===== src/rtl/llsc_mem_arbiter_pkg.sv =====
// Shared command and FSM encodings for the LL/SC data-RAM arbiter.
package llsc_mem_arbiter_pkg;

    typedef enum logic [1:0] {
        CMD_RD = 2'd0,
        CMD_WR = 2'd1,
        CMD_LL = 2'd2,
        CMD_SC = 2'd3
    } cmd_e;

    typedef enum logic [1:0] {
        ST_IDLE,
        ST_ACCESS,
        ST_RESP
    } state_e;

    function automatic logic cmd_reads(input cmd_e c);
        return (c == CMD_RD) || (c == CMD_LL);
    endfunction

endpackage


===== src/rtl/llsc_mem_arbiter_if.sv =====
// One requester port of the arbiter: request bundle plus completion response.
interface llsc_mem_arbiter_if #(
    parameter int ADDR_W = 32,
    parameter int DATA_W = 32
);
    import llsc_mem_arbiter_pkg::*;

    logic                req;
    cmd_e                cmd;
    logic [ADDR_W-1:0]   addr;
    logic [DATA_W/8-1:0] sel;
    logic [DATA_W-1:0]   wdata;
    logic                llclr;
    logic                ack;
    logic [DATA_W-1:0]   rdata;
    logic                sc_ok;

    modport master (
        output req, cmd, addr, sel, wdata, llclr,
        input  ack, rdata, sc_ok
    );

    modport slave (
        input  req, cmd, addr, sel, wdata, llclr,
        output ack, rdata, sc_ok
    );

endinterface


===== src/rtl/llsc_resv.sv =====
// Single LL/SC reservation: an LL set wins over every clearing source on the same edge.
module llsc_resv #(
    parameter int ADDR_W = 32
) (
    input  logic              clk,
    input  logic              rst,
    input  logic              set,
    input  logic [ADDR_W-3:0] set_addr,
    input  logic              clr_own,
    input  logic              snoop_we,
    input  logic [ADDR_W-3:0] snoop_addr,
    input  logic              llclr,
    output logic              valid,
    output logic [ADDR_W-3:0] resv_addr
);

    always_ff @(posedge clk) begin
        if (!rst) begin
            valid     <= 1'b0;
            resv_addr <= '0;
        end else if (set) begin
            valid     <= 1'b1;
            resv_addr <= set_addr;
        end else if (clr_own || llclr || (snoop_we && (snoop_addr == resv_addr))) begin
            valid <= 1'b0;
        end
    end

endmodule


===== src/rtl/llsc_mem_arbiter.sv =====
// Two-master arbiter for the byte-banked data RAM with per-master LL/SC reservations.
module llsc_mem_arbiter
    import llsc_mem_arbiter_pkg::*;
#(
    parameter int ADDR_W = 32,
    parameter int DATA_W = 32,
    parameter int FAIR   = 1
) (
    input  logic                clk,
    input  logic                rst,
    llsc_mem_arbiter_if.slave   m0,
    llsc_mem_arbiter_if.slave   m1,
    output logic                ram_ce,
    output logic                ram_we,
    output logic [ADDR_W-1:0]   ram_addr,
    output logic [DATA_W/8-1:0] ram_sel,
    output logic [DATA_W-1:0]   ram_wdata,
    input  logic [DATA_W-1:0]   ram_rdata
);

    state_e              state, state_nx;
    logic                gnt;     // 0 = m0, 1 = m1
    logic                prio;    // master favoured when both request
    logic                win;
    cmd_e                cmd_r;
    logic [ADDR_W-1:0]   addr_r;
    logic [DATA_W/8-1:0] sel_r;
    logic [DATA_W-1:0]   wdata_r;
    logic                sc_ok_r;
    logic                sc_pass;
    logic                resv_v0, resv_v1;
    logic [ADDR_W-3:0]   resv_a0, resv_a1;
    logic [ADDR_W-3:0]   word_r;

    assign word_r  = addr_r[ADDR_W-1:2];
    assign sc_pass = gnt ? (resv_v1 && (resv_a1 == word_r))
                         : (resv_v0 && (resv_a0 == word_r));

    always_comb begin
        win = 1'b0;
        if (m0.req && m1.req)
            win = (FAIR != 0) ? prio : 1'b0;
        else if (m1.req)
            win = 1'b1;
    end

    always_ff @(posedge clk) begin
        if (!rst)
            state <= ST_IDLE;
        else
            state <= state_nx;
    end

    always_comb begin
        state_nx = state;
        unique case (state)
            ST_IDLE:   if (m0.req || m1.req) state_nx = ST_ACCESS;
            ST_ACCESS: state_nx = ST_RESP;
            ST_RESP:   state_nx = ST_IDLE;
            default:   state_nx = ST_IDLE;
        endcase
    end

    always_ff @(posedge clk) begin
        if (!rst) begin
            gnt     <= 1'b0;
            prio    <= 1'b0;
            cmd_r   <= CMD_RD;
            addr_r  <= '0;
            sel_r   <= '0;
            wdata_r <= '0;
            sc_ok_r <= 1'b0;
        end else begin
            if (state == ST_IDLE && (m0.req || m1.req)) begin
                gnt     <= win;
                prio    <= ~win;
                cmd_r   <= win ? m1.cmd   : m0.cmd;
                addr_r  <= win ? m1.addr  : m0.addr;
                sel_r   <= win ? m1.sel   : m0.sel;
                wdata_r <= win ? m1.wdata : m0.wdata;
            end
            if (state == ST_ACCESS)
                sc_ok_r <= (cmd_r == CMD_SC) && sc_pass;
        end
    end

    always_comb begin
        ram_ce    = 1'b0;
        ram_we    = 1'b0;
        ram_addr  = '0;
        ram_sel   = '0;
        ram_wdata = '0;
        m0.ack    = 1'b0;
        m0.rdata  = '0;
        m0.sc_ok  = 1'b0;
        m1.ack    = 1'b0;
        m1.rdata  = '0;
        m1.sc_ok  = 1'b0;
        unique case (state)
            ST_ACCESS: begin
                ram_addr  = addr_r;
                ram_sel   = sel_r;
                ram_wdata = wdata_r;
                unique case (cmd_r)
                    CMD_RD, CMD_LL: ram_ce = 1'b1;
                    CMD_WR: begin
                        ram_ce = 1'b1;
                        ram_we = 1'b1;
                    end
                    CMD_SC: begin
                        ram_ce = sc_pass;
                        ram_we = sc_pass;
                    end
                    default: ;
                endcase
            end
            ST_RESP: begin
                if (gnt) begin
                    m1.ack   = 1'b1;
                    m1.rdata = cmd_reads(cmd_r) ? ram_rdata : '0;
                    m1.sc_ok = (cmd_r == CMD_SC) && sc_ok_r;
                end else begin
                    m0.ack   = 1'b1;
                    m0.rdata = cmd_reads(cmd_r) ? ram_rdata : '0;
                    m0.sc_ok = (cmd_r == CMD_SC) && sc_ok_r;
                end
            end
            default: ;
        endcase
    end

    // Reservations snoop ram_we so that only writes that reach memory clear them.
    llsc_resv #(.ADDR_W(ADDR_W)) u_resv0 (
        .clk       (clk),
        .rst       (rst),
        .set       (state == ST_ACCESS && !gnt && cmd_r == CMD_LL),
        .set_addr  (word_r),
        .clr_own   (state == ST_ACCESS && !gnt && cmd_r == CMD_SC),
        .snoop_we  (ram_we),
        .snoop_addr(word_r),
        .llclr     (m0.llclr),
        .valid     (resv_v0),
        .resv_addr (resv_a0)
    );

    llsc_resv #(.ADDR_W(ADDR_W)) u_resv1 (
        .clk       (clk),
        .rst       (rst),
        .set       (state == ST_ACCESS && gnt && cmd_r == CMD_LL),
        .set_addr  (word_r),
        .clr_own   (state == ST_ACCESS && gnt && cmd_r == CMD_SC),
        .snoop_we  (ram_we),
        .snoop_addr(word_r),
        .llclr     (m1.llclr),
        .valid     (resv_v1),
        .resv_addr (resv_a1)
    );

endmodule


===== src/flat_wrapper.sv =====
// flat-port wrapper written by rule: the top's interface ports become plain ports
module llsc_mem_arbiter_flat import llsc_mem_arbiter_pkg::*;
#(
    parameter int ADDR_W = 32,
    parameter int DATA_W = 32,
    parameter int FAIR   = 1
)
  (clk, rst, ram_ce, ram_we, ram_addr, ram_sel, ram_wdata, ram_rdata, m0_req, m0_cmd, m0_addr, m0_sel, m0_wdata, m0_llclr, m0_ack, m0_rdata, m0_sc_ok, m1_req, m1_cmd, m1_addr, m1_sel, m1_wdata, m1_llclr, m1_ack, m1_rdata, m1_sc_ok);
  llsc_mem_arbiter_if #(.ADDR_W(ADDR_W), .DATA_W(DATA_W)) m0_i ();
  llsc_mem_arbiter_if #(.ADDR_W(ADDR_W), .DATA_W(DATA_W)) m1_i ();
  input  logic clk;
  input  logic rst;
  output logic ram_ce;
  output logic ram_we;
  output logic [ADDR_W-1:0] ram_addr;
  output logic [DATA_W/8-1:0] ram_sel;
  output logic [DATA_W-1:0] ram_wdata;
  input  logic [DATA_W-1:0] ram_rdata;
  input wire logic [$bits(m0_i.req)-1:0] m0_req;
  input wire logic [$bits(m0_i.cmd)-1:0] m0_cmd;
  input wire logic [$bits(m0_i.addr)-1:0] m0_addr;
  input wire logic [$bits(m0_i.sel)-1:0] m0_sel;
  input wire logic [$bits(m0_i.wdata)-1:0] m0_wdata;
  input wire logic [$bits(m0_i.llclr)-1:0] m0_llclr;
  output wire logic [$bits(m0_i.ack)-1:0] m0_ack;
  output wire logic [$bits(m0_i.rdata)-1:0] m0_rdata;
  output wire logic [$bits(m0_i.sc_ok)-1:0] m0_sc_ok;
  input wire logic [$bits(m1_i.req)-1:0] m1_req;
  input wire logic [$bits(m1_i.cmd)-1:0] m1_cmd;
  input wire logic [$bits(m1_i.addr)-1:0] m1_addr;
  input wire logic [$bits(m1_i.sel)-1:0] m1_sel;
  input wire logic [$bits(m1_i.wdata)-1:0] m1_wdata;
  input wire logic [$bits(m1_i.llclr)-1:0] m1_llclr;
  output wire logic [$bits(m1_i.ack)-1:0] m1_ack;
  output wire logic [$bits(m1_i.rdata)-1:0] m1_rdata;
  output wire logic [$bits(m1_i.sc_ok)-1:0] m1_sc_ok;
  assign m0_i.req = m0_req;
  assign m0_i.cmd = m0_cmd;
  assign m0_i.addr = m0_addr;
  assign m0_i.sel = m0_sel;
  assign m0_i.wdata = m0_wdata;
  assign m0_i.llclr = m0_llclr;
  assign m0_ack = m0_i.ack;
  assign m0_rdata = m0_i.rdata;
  assign m0_sc_ok = m0_i.sc_ok;
  assign m1_i.req = m1_req;
  assign m1_i.cmd = m1_cmd;
  assign m1_i.addr = m1_addr;
  assign m1_i.sel = m1_sel;
  assign m1_i.wdata = m1_wdata;
  assign m1_i.llclr = m1_llclr;
  assign m1_ack = m1_i.ack;
  assign m1_rdata = m1_i.rdata;
  assign m1_sc_ok = m1_i.sc_ok;
  llsc_mem_arbiter #(.ADDR_W(ADDR_W), .DATA_W(DATA_W), .FAIR(FAIR)) u_core (.clk(clk), .rst(rst), .m0(m0_i), .m1(m1_i), .ram_ce(ram_ce), .ram_we(ram_we), .ram_addr(ram_addr), .ram_sel(ram_sel), .ram_wdata(ram_wdata), .ram_rdata(ram_rdata));
endmodule

===== config.mk =====
export PLATFORM = sky130hd
export DESIGN_NAME = llsc_mem_arbiter_flat
export DESIGN_NICKNAME = d
export VERILOG_FILES = /design/src/rtl/llsc_mem_arbiter_pkg.sv /design/src/rtl/llsc_mem_arbiter_if.sv /design/src/rtl/llsc_resv.sv /design/src/rtl/llsc_mem_arbiter.sv /design/src/flat_wrapper.sv
export SDC_FILE = /design/constraint.sdc
export NUM_CORES = 1
export LEC_CHECK = 0
export CAP_MARGIN = 25
export CORE_UTILIZATION = 31
export DETAILED_ROUTE_END_ITERATION = 6
export GPL_TIMING_DRIVEN = 0
export PLACE_DENSITY = 0.72
export SYNTH_ARGS = -nofsm -noshare
export SYNTH_HDL_FRONTEND = slang
export SYNTH_SLANG_ARGS = --single-unit

===== constraint.sdc =====
create_clock -name clk -period 2.1 [get_ports clk]
set_clock_uncertainty 0.05 [all_clocks]
set_input_delay 0.21 -clock clk [delete_from_list [all_inputs] [get_ports clk]]
set_output_delay 0.21 -clock clk [all_outputs]
set_load 0.02 [all_outputs]

==> impl_metrics.json, run 1 <==
{
  "place.gp.congestion": 0.917,
  "crit_path_end_kind": "output pin",
  "worst_r2r_endpoint": "u_core.u_resv0.resv_addr[11]",
  "period_share": 1.22,
  "hold_path.class": "input pin to register",
  "final_layout_size_suffix_gt1_frac": 0.256,
  "viasPerCell": 5.20,
  "num_io_pins": 316,
  "core-area_sq_um": 21200,
  "cts_max_level": 4,
  "dr.pass1.iters": 7,
  "synth-seq-cells": 137,
  "overflow": 0,
  "async_reset_ff_frac": 0,
  "irDropWorstVdd_uv": 646,
  "drc": 10,
  "critPathBufInv": 1,
  "routedWlPerCell_um": 19.0,
  "finalWorstSetupSlack_ns": -0.466,
  "critPathTopFamily": "simple AND/OR/NAND/NOR gates",
  "critical_path_class": "register to output pin",
  "cts_sinks": 137,
  "status": "complete, but fails checks",
  "cts_tree": "built",
  "clk_latency_ns": 0.42,
  "nNetsFinal": 1368,
  "synthCells": 842,
  "cp-start-kind": "register",
  "syn_to_final_growth_pct": 70.4,
  "ys_seq_area_frac": 0.408,
  "crit_chain": "xnor2_2 > nand4_1 > or4_4 > o22a_1 > a31oi_1 > buf_4",
  "num_vias": 7684,
  "failed_checks": "design-rule violations, negative setup slack",
  "worst_ep_arrival_time_ns": 2.31,
  "detail-route-antenna-nets": 0,
  "grt_max_degree": 17,
  "cts_buffers": 17,
  "period_needed_ns": 2.57,
  "min_to": "u_core.wdata_r[0]",
  "r2r_slack_ns": 0.12,
  "finalMaxSlewViolations": 0,
  "rsz0062_at_grt": "yes",
  "grt_pass1_vias": 7460,
  "max_cap_viol_count": 0,
  "dp_hpwl_um": 21000,
  "grt_first_pass_wirelength_um": 41400,
  "antenna_found_initial": 1,
  "syn-num-nets": 1020,
  "fill_cells": 1974,
  "r2r_start": "u_core.state[1]",
  "fp-row-count": 53,
  "grtUsageTotal": 0.247,
  "initial_utilization": 0.317,
  "die_w_um": 149,
  "synth_edf_count": 0,
  "slowest_stage": "or4_4",
  "syn_area_per_cell_sq_um": 7.98,
  "hold_depth": 3,
  "worst_pin_slew_ns": 0.643,
  "max_clock_freq_mhz": 390,
  "clk_pin_slew_ns": 0.06,
  "crit_fanout": 4,
  "timing.final.hold_violations": 0,
  "placed_cells": 1434,
  "fin_util": 0.541,
  "layout.cells.non_filler": 1477,
  "first_iter_violations": 644,
  "synthFlopType": "dfxtp_1",
  "port-buffer-count": 315,
  "cpPeakStageDelay_ns": 0.57,
  "total_power_w": 0.00776,
  "yosys_warnings": 0,
  "pwr_density_cell_nw_per_um2": 678,
  "syn_area_sq_um": 6720,
  "ctsLongestPathBuffers": 2,
  "synth_cell_types": 43,
  "root_buffer": "clkbuf_16",
  "p_leak_nw": 4.28,
  "r2r_cells": 6,
  "maxSlewHeadroom": 0.568,
  "hp-start": "m0_wdata[0]",
  "final-setup-viol-count": 3,
  "fp.dieArea_sq_um": 22300,
  "wl_um": 28000,
  "die_y_um": 149,
  "required_ns": 1.84
}
cell usage after synthesis (2+ instances only):
cell type | instances | area share
a41oi_1 | 2 | 0.0026
nor4_1 | 4 | 0.0037
or4_1 | 2 | 0.0022
and4_1 | 2 | 0.0026
inv_1 | 4 | 0.0022
a21oi_1 | 61 | 0.045
clkbuf_8 | 2 | 0.0041
dfxtp_1 | 137 | 0.41
a222oi_1 | 70 | 0.10
nand2b_1 | 35 | 0.033
xnor2_1 | 60 | 0.078
nand2_1 | 126 | 0.070
nand4_1 | 25 | 0.023
o21ai_0 | 5 | 0.0037
clkbuf_1 | 64 | 0.036
and2_1 | 68 | 0.063
nand3b_1 | 2 | 0.0022
buf_2 | 4 | 0.0030
nand3_1 | 3 | 0.0022
nor3_1 | 2 | 0.0015
nor2_1 | 142 | 0.079
stage by stage:
step / hold slack (ns) / area [sq um] / TNS [ns] / setup WS [ns]
2_1_floorplan: 0.295 / 6720 / 0 / 0.0357
3_3_place_gp: 0.404 / 10200 / -98.07 / -0.939
3_5_place_dp: 0.406 / 10200 / -67.35 / -0.726
4_1_cts: 0.350 / 11300 / -1.50 / -0.423
5_1_grt: 0.366 / 11400 / -2.41 / -0.523
6_report: 0.362 / 11400 / -0.930 / -0.466
worst min-delay path: cells and delay by family:
family	cells	cell delay [ns]
buffers and inverters	1	0.45
and+or+nand+nor	1	0.08
AOI/OAI and AO/OA	1	0.06
cell type report:
class                           instances  area [sq um]  area share
Timing Repair Buffer                  331          3040       0.265
Inverter                                5          18.8     0.00164
Tap cell                              275           344      0.0301
Antenna cell                            1          2.50    0.000219
Clock buffer                           21           450      0.0394
Buffer                                 69           410      0.0359
Clock inverter                          9           125      0.0109
Sequential cell                       137          2840       0.248
Multi-Input combinational cell        629          4220       0.369
layout by cell type, fill, tap and decap left out, types with 11 or more instances in the layout:
cell             count
nor2_1             117
buf_6               20
nand2b_1            33
a21oi_1             60
buf_2               11
dfxtp_2             12
nor2_2              14
clkdlybuf4s15_2     34
and2_1              67
nand2_1            126
xnor2_2             32
dfxtp_1            104
clkbuf_1            44
dfxtp_4             21
nor2_4              11
clkbuf_16           18
clkbuf_2            57
nand4_1             25
a222oi_1            70
buf_4               28
xnor2_1             20
clkdlybuf4s50_1    177
sequential cells by signal, indices dropped and copies added (netlist names):
| name | count |
|---|---|
| u_core.addr_r | 32 |
| u_core.cmd_r | 2 |
| u_core.gnt | 1 |
| u_core.prio | 1 |
| u_core.sc_ok_r | 1 |
| u_core.sel_r | 4 |
| u_core.state | 2 |
| u_core.u_resv0.resv_addr | 30 |
| u_core.u_resv0.valid | 1 |
| u_core.u_resv1.resv_addr | 30 |
| u_core.u_resv1.valid | 1 |
| u_core.wdata_r | 32 |
where the power goes:
group          switching [W]  total (W)  internal [W]  leakage [nW]
Combinational       0.000889    0.00181      0.000923          2.87
Sequential          0.000212    0.00297       0.00276          1.14
Clock                0.00110    0.00298       0.00188         0.279
per-layer routing:
metal | vias up | wire length (um) | part of all wire | GRT usage
li1 | 3658 | - | - | -
met1 | 3598 | 11200 | 0.40 | 0.289
met2 | 356 | 13800 | 0.49 | 0.438
met3 | 72 | 2020 | 0.072 | 0.0517
met4 | 0 | 986 | 0.035 | 0.100
met5 | - | 0 | 0 | 0
how the worst max path moves through the flow:
stage	start	end	slack [ns]	cells after the start
5_1_grt	u_core.u_resv0.resv_addr[16]	ram_ce	-0.52	6
3_5_place_dp	u_core.addr_r[25]	ram_ce	-0.73	6
2_1_floorplan	u_core.addr_r[21]	ram_ce	0.04	5
6_report	u_core.addr_r[19]	ram_ce	-0.47	6
4_1_cts	u_core.addr_r[19]	ram_ce	-0.42	6
3_3_place_gp	m1_req	u_core.addr_r[22]	-0.94	6
repair_timing:
item,CTS,global route
cloned,1,1
resized for setup,489,194
pin swaps,17,12
hold buffers,0,0
setup buffers,17,2
endpoints found under the setup margin,207,233
kinds of logic (layout without fill, tap and decap cells):
kind of cell | Yosys count | after routing | synth area share
compound gates | 148 | 148 | 0.168
xor+xnor | 60 | 60 | 0.0783
buf+inv | 76 | 435 | 0.0473
flops | 137 | 137 | 0.408
other cells | 0 | 1 | 0
simple gates | 421 | 421 | 0.298
(Power assumes the default switching activity.)
==> run 2, diff against run 1 <==
--- a/config.mk
+++ b/config.mk
@@ -5,11 +5,13 @@
 export SDC_FILE = /design/constraint.sdc
 export NUM_CORES = 1
 export LEC_CHECK = 0
+export ABC_AREA = 1
 export CAP_MARGIN = 25
 export CORE_UTILIZATION = 31
 export DETAILED_ROUTE_END_ITERATION = 6
 export GPL_TIMING_DRIVEN = 0
-export PLACE_DENSITY = 0.72
+export HOLD_SLACK_MARGIN = 0.12
+export PLACE_DENSITY = 0.66
 export SYNTH_ARGS = -nofsm -noshare
 export SYNTH_HDL_FRONTEND = slang
 export SYNTH_SLANG_ARGS = --single-unit
==> run 2 against run 1 <==
The flow now finishes without violations. Setup slack improved by 0.48 ns. Clock-buffer cell count fell by 1. Sequential power fell by 1%. First-iteration DRC count rose by 0.78%. Synthesized cell count rose by 31%. Power rose by 2.0%. Critical path type unchanged. Highest routed layer is now met5.
==> impl_metrics.json, run 2 <==
{
  "status": "finished clean",
  "ctsLongestPathBuffers": 2,
  "overflow": 0,
  "rsz0062_at_grt": "yes",
  "holdWs_ns": 0.349,
  "finalWorstSetupSlack_ns": 0.0119,
  "fp.dieArea_sq_um": 23800,
  "synth_area_leaders": "dfxtp_1 (38%), nand2_1 (16%), nor2_1 (8.6%), inv_1 (7.8%), a22oi_1 (6.1%)",
  "met2_usage": 0.372,
  "setup-tns-final_ns": 0,
  "period_share": 0.994,
  "die_y_um": 154,
  "worst_pin_slew_ns": 0.774,
  "fp-row-count": 55,
  "synthCells": 1107,
  "wl_um": 27200,
  "crit_fanout": 5,
  "synth-seq-cells": 137,
  "max_cap_viol_count": 0,
  "clk_latency_ns": 0.42,
  "cp-start-kind": "register",
  "grt_pass1_vias": 7701,
  "grt_use_met3": 0.0412,
  "fin_util": 0.496,
  "cts_max_level": 4,
  "grtUsageMet1": 0.298,
  "slowest_stage": "dfxtp_4",
  "timing.final.hold_violations": 0,
  "pwr_density_cell_nw_per_um2": 702,
  "nNetsFinal": 1624,
  "grt_max_degree": 17,
  "port-buffer-count": 315,
  "crit_path_end_kind": "output pin",
  "period_needed_ns": 2.09,
  "syn_to_final_growth_pct": 56.6,
  "critPathTopFamily": "simple AND/OR/NAND/NOR gates",
  "total_power_w": 0.00791,
  "synth.most_common_cell": "nand2_1",
  "maxSlewHeadroom": 0.484,
  "dp_hpwl_um": 20300,
  "crit_chain": "xor2_1 > nor2_1 > nand3_1 > nor2_4 > nand3_2 > nand2_2 > o21ai_1 > inv_1 > buf_6",
  "clk_pin_slew_ns": 0.06,
  "synth_cell_types": 27,
  "critical_path_class": "register to output pin",
  "grt_busiest_layer": "met2",
  "cts_sinks": 137,
  "async_reset_ff_frac": 0,
  "dr.pass1.iters": 5,
  "cts_hold_buf": 0,
  "syn_area_per_cell_sq_um": 6.50,
  "root_buffer": "clkbuf_16",
  "first_iter_violations": 649,
  "layout_common_cells": "nand2_1 (307), clkdlybuf4s50_1 (179), nor2_1 (150), inv_1 (148), dfxtp_1 (109)",
  "yosysTopAreaCellShare": 0.381,
  "hold_path.class": "input pin to register",
  "cts_buffers": 17,
  "diodes": 0,
  "synthFlopType": "dfxtp_1",
  "final-setup-viol-count": 0,
  "critPathBufInv": 2,
  "syn-num-nets": 1285,
  "yosys-top-cells-count": "nand2_1 (309), nor2_1 (164), inv_1 (150)",
  "syn_area_sq_um": 7190,
  "die_w_um": 154,
  "yosys.area.top_type": "dfxtp_1",
  "p_leak_nw": 5.52,
  "layout_commonest_cell": "nand2_1",
  "detail-route-antenna-nets": 0,
  "cpPeakStageDelay_ns": 0.36,
  "drc": 0,
  "num_io_pins": 316,
  "irDropWorstVdd_uv": 389,
  "worst_ep_arrival_time_ns": 1.83,
  "antenna_found_initial": 1,
  "grtUsageTotal": 0.224,
  "core-area_sq_um": 22700,
  "ys_seq_area_frac": 0.381,
  "initial_utilization": 0.317,
  "num_vias": 8104,
  "cts_tree": "built",
  "required_ns": 1.84,
  "viasPerCell": 4.65,
  "place.gp.congestion": 0.847,
  "grt_first_pass_wirelength_um": 41400,
  "yosys_warnings": 0,
  "final_layout_size_suffix_gt1_frac": 0.167,
  "synth_edf_count": 0,
  "finalMaxSlewViolations": 0,
  "max_clock_freq_mhz": 479,
  "routedWlPerCell_um": 15.6,
  "reg_top3": "u_core.addr_r: 32 flops, u_core.wdata_r: 32 flops",
  "post-place-ws_ns": -0.347
}
## run 2: cell count changes after synthesis, sizes merged, moves of 35 or more
cell / change
a22oi: +58
a222oi: -70
inv: +161
and2: -67
nand2: +183
o21ai: +56
nand2b: -35
## run 2: power by group
part,internal [W],switching [W],total (W)
logic,0.000804,0.000993,0.00180
registers,0.00277,0.000154,0.00293
clock network,0.00202,0.00117,0.00319
## run 2: per-layer routing
| layer | vias up | share of wire |
|---|---|---|
| met5 | - | 0.00044 |
| met4 | 2 | 0.012 |
| met3 | 25 | 0.059 |
| met2 | 273 | 0.47 |
| met1 | 3707 | 0.45 |
| li1 | 4097 | - |
## run 2: area by class of cell
cell class	instances	area [sq um]
well taps	285	357
inverters	166	626
fillers	2317	11400
flip-flops and latches	137	2800
multi-input cells	741	3630
clock inverters	11	171
clock buffers	20	447
plain buffers	63	340
repair buffers	320	2900
## run 2: repair_timing
item | in CTS | in global routing
setup buffers | 3 | 2
endpoints found under the setup margin | 137 | 131
cloned | 0 | 0
pin swaps | 8 | 9
resized for setup | 374 | 99
## run 2: worst paths after layout
kind,slack (ns),to,startpoint,cells past startpoint
min reg2reg,0.42,u_core.u_resv0.resv_addr[19],u_core.u_resv0.resv_addr[19],2
min,0.35,u_core.addr_r[26],m0_addr[26],5
max,0.01,ram_ce,u_core.addr_r[27],9
max reg2reg,0.22,u_core.addr_r[24],u_core.state[1],7
## run 2: logic make-up after synthesis
family,synth area share
simple gates,0.265
buf+inv,0.128
compound gates,0.164
flops,0.381
xor+xnor,0.0621
## run 2: worst reg2reg max path: stages (launching register included)
cell and delay [ns]:
dfxtp_2 0.34, nor2_2 0.15, o21ai_4 0.16, inv_2 0.15, clkbuf_1 0.61, o211ai_1 0.20
nand2_1 0.09, inv_1 0.04
## run 2: metrics by stage
step | cells | instance area [sq um]
CTS | 1741 | 11500
floorplan | 1107 | 7190
global route | 1743 | 11300
global placement | 1707 | 10700
finish | 1743 | 11300
detailed placement | 1707 | 10700
==> run 3, diff against run 2 <==
--- a/config.mk
+++ b/config.mk
@@ -7,11 +7,11 @@
 export LEC_CHECK = 0
 export ABC_AREA = 1
 export CAP_MARGIN = 25
-export CORE_UTILIZATION = 31
+export CORE_UTILIZATION = 30
 export DETAILED_ROUTE_END_ITERATION = 6
 export GPL_TIMING_DRIVEN = 0
 export HOLD_SLACK_MARGIN = 0.12
-export PLACE_DENSITY = 0.66
+export PLACE_DENSITY = 0.65
 export SYNTH_ARGS = -nofsm -noshare
 export SYNTH_HDL_FRONTEND = slang
 export SYNTH_SLANG_ARGS = --single-unit
==> run 3 against run 2 <==
The run now ends with negative setup slack left. Routed wire length grew 2.4%. Clock power down 6%. Worst hold slack worse by 0.0060 ns. Clock-buffer cell count down 2. Global-route usage down 0.40 points. Power is 1.7% lower.
==> impl_metrics.json, run 3 (synthesis results as in run 2) <==
{
  "status": "complete, but fails checks",
  "failed_checks": "negative setup slack",
  "switching_share": 0.308,
  "die_w_um": 157,
  "finalMaxSlewViolations": 0,
  "reg_top3": "u_core.addr_r: 32 flops, u_core.wdata_r: 32 flops",
  "placed_area_sq_um": 10700,
  "drc": 0,
  "fp-row-count": 56,
  "dp_hpwl_um": 20500,
  "max_cap_viol_count": 0,
  "overflow": 0,
  "met2_usage": 0.366,
  "die_y_um": 157,
  "pwr-share-comb": 0.237,
  "grt_use_met3": 0.0402,
  "layout_commonest_cell": "nand2_1",
  "diodes": 0,
  "crit_chain": "xnor2_2 > nand2_1 > nor2_2 > nand2_2 > nor2_4 > nand3_2 > nand2_2 > o21ai_1 > inv_1 > buf_6",
  "syn_to_final_growth_pct": 58.2,
  "final-setup-viol-count": 2,
  "fp.dieArea_sq_um": 24600,
  "final_layout_size_suffix_gt1_frac": 0.198,
  "wl_um": 27900,
  "critPathTopFamily": "simple AND/OR/NAND/NOR gates",
  "crit_fanout": 5,
  "period_needed_ns": 2.16,
  "crit_path_end_kind": "output pin",
  "cts_buffers": 17,
  "cp-start-kind": "register",
  "worst_ep_arrival_time_ns": 1.90,
  "cts_max_level": 4,
  "detail-route-antenna-nets": 0,
  "layout_common_cells": "nand2_1 (307), clkdlybuf4s50_1 (178), inv_1 (148), nor2_1 (148), dfxtp_1 (102)",
  "routedWlPerCell_um": 15.7,
  "first_iter_violations": 542,
  "rsz0062_at_grt": "yes",
  "slowest_stage": "dfxtp_4",
  "maxSlewHeadroom": 0.471,
  "hold_depth": 5,
  "irDropWorstVdd_uv": 467,
  "root_buffer": "clkbuf_16",
  "grt_max_degree": 17,
  "clk_pin_slew_ns": 0.06,
  "grtUsageTotal": 0.220,
  "worst_path_most_repeated_cell": "nand2_2",
  "setup-tns-final_ns": -0.112,
  "cpPeakStageDelay_ns": 0.37,
  "p_leak_nw": 5.59,
  "r2r_cells": 7,
  "pwr-share-seq": 0.377,
  "grtUsageMet1": 0.287,
  "required_ns": 1.84,
  "cts_hold_buf": 0,
  "max_clock_freq_mhz": 462,
  "core-area_sq_um": 23500,
  "cts_sinks": 137,
  "p_int_w": 0.00539,
  "timing.final.hold_violations": 0,
  "pwr_density_cell_nw_per_um2": 684,
  "fill_cells": 2438,
  "grt_busiest_layer": "met2",
  "cts_tree": "built",
  "critPathBufInv": 2,
  "viasPerCell": 4.59,
  "grt_pass1_vias": 7676,
  "dr.pass1.iters": 5,
  "grt_first_pass_wirelength_um": 41100,
  "p_sw_w": 0.00239,
  "clk_latency_ns": 0.42,
  "num_io_pins": 316,
  "ctsLongestPathBuffers": 2,
  "holdWs_ns": 0.343,
  "nNetsFinal": 1628,
  "port-buffer-count": 315,
  "hold_path.class": "input pin to register",
  "pwr-share-clk": 0.386,
  "crit_cells": 10,
  "num_vias": 8187,
  "worst_pin_slew_ns": 0.794,
  "period_share": 1.03,
  "initial_utilization": 0.306,
  "final_cell_area_sq_um": 11400,
  "place.gp.congestion": 0.818,
  "antenna_found_initial": 0,
  "critical_path_class": "register to output pin",
  "finalWorstSetupSlack_ns": -0.0650
}
[run 3: cell types whose count changed in the layout (fill, tap and decap cells not counted), sizes merged, moves of 2 or more]
cell           change
dlygate4sd2        -5
clkdlybuf4s15     -13
inv                +2
bufinv             -2
clkinv             +2
buf               +25
clkbuf             -5
[run 3: metrics by stage]
stage,setup slack (ns),std cells,total power [W],utilization
after global routing,-0.155,1782,0.00815,0.485
after detailed placement,-0.407,1741,0.00473,0.458
final,-0.0650,1782,0.00778,0.485
after floorplan,0.320,1107,0.00391,-
after CTS,-0.0553,1779,0.00779,0.488
after global placement,-0.440,1741,0.00472,0.458
[run 3: cell type report]
type	count	area, sq um	area share
Sequential cell	137	2830	0.249
Buffer	63	350	0.0308
Clock inverter	14	146	0.0129
Multi-Input combinational cell	741	3750	0.329
Clock buffer	18	439	0.0386
Tap cell	319	399	0.0351
Timing Repair Buffer	324	2840	0.250
Inverter	166	628	0.0552
[run 3: power groups by stage]
stage	Combinational [W]	Clock [W]	Sequential, W
2_1_floorplan	0.000986	0	0.00292
6_report	0.00184	0.00301	0.00293
5_1_grt	0.00203	0.00316	0.00295
4_1_cts	0.00180	0.00307	0.00292
3_3_place_gp	0.00176	0	0.00296
3_5_place_dp	0.00177	0	0.00296
[run 3: final timing paths]
check	startpoint	endpoint	slack [ns]
hold / removal	m0_addr[22]	u_core.addr_r[22]	0.34
setup reg to reg	u_core.state[1]	u_core.addr_r[24]	0.19
setup / recovery	u_core.addr_r[21]	ram_ce	-0.06
hold reg to reg	u_core.u_resv0.resv_addr[18]	u_core.u_resv0.resv_addr[18]	0.42
[run 3: timing repair]
action,in CTS,in global routing
gates resized for setup,420,132
buffers inserted,6,3
cloned,0,0
endpoints found under the setup margin,137,113
pin swaps,18,26
[run 3: worst register-to-register path, delay by kind of cell (launching register included)]
| family | cells | cell delay, ns |
|---|---|---|
| buffers and inverters | 3 | 0.80 |
| AO/OA/AOI/OAI | 2 | 0.38 |
| flip-flops | 1 | 0.34 |
| AND/OR/NAND/NOR | 2 | 0.25 |
[run 3: layer usage]
metal,wire length (um),part of all wire
met5,0,0
met4,504,0.018
met1,12500,0.45
met3,1580,0.057
met2,13300,0.48
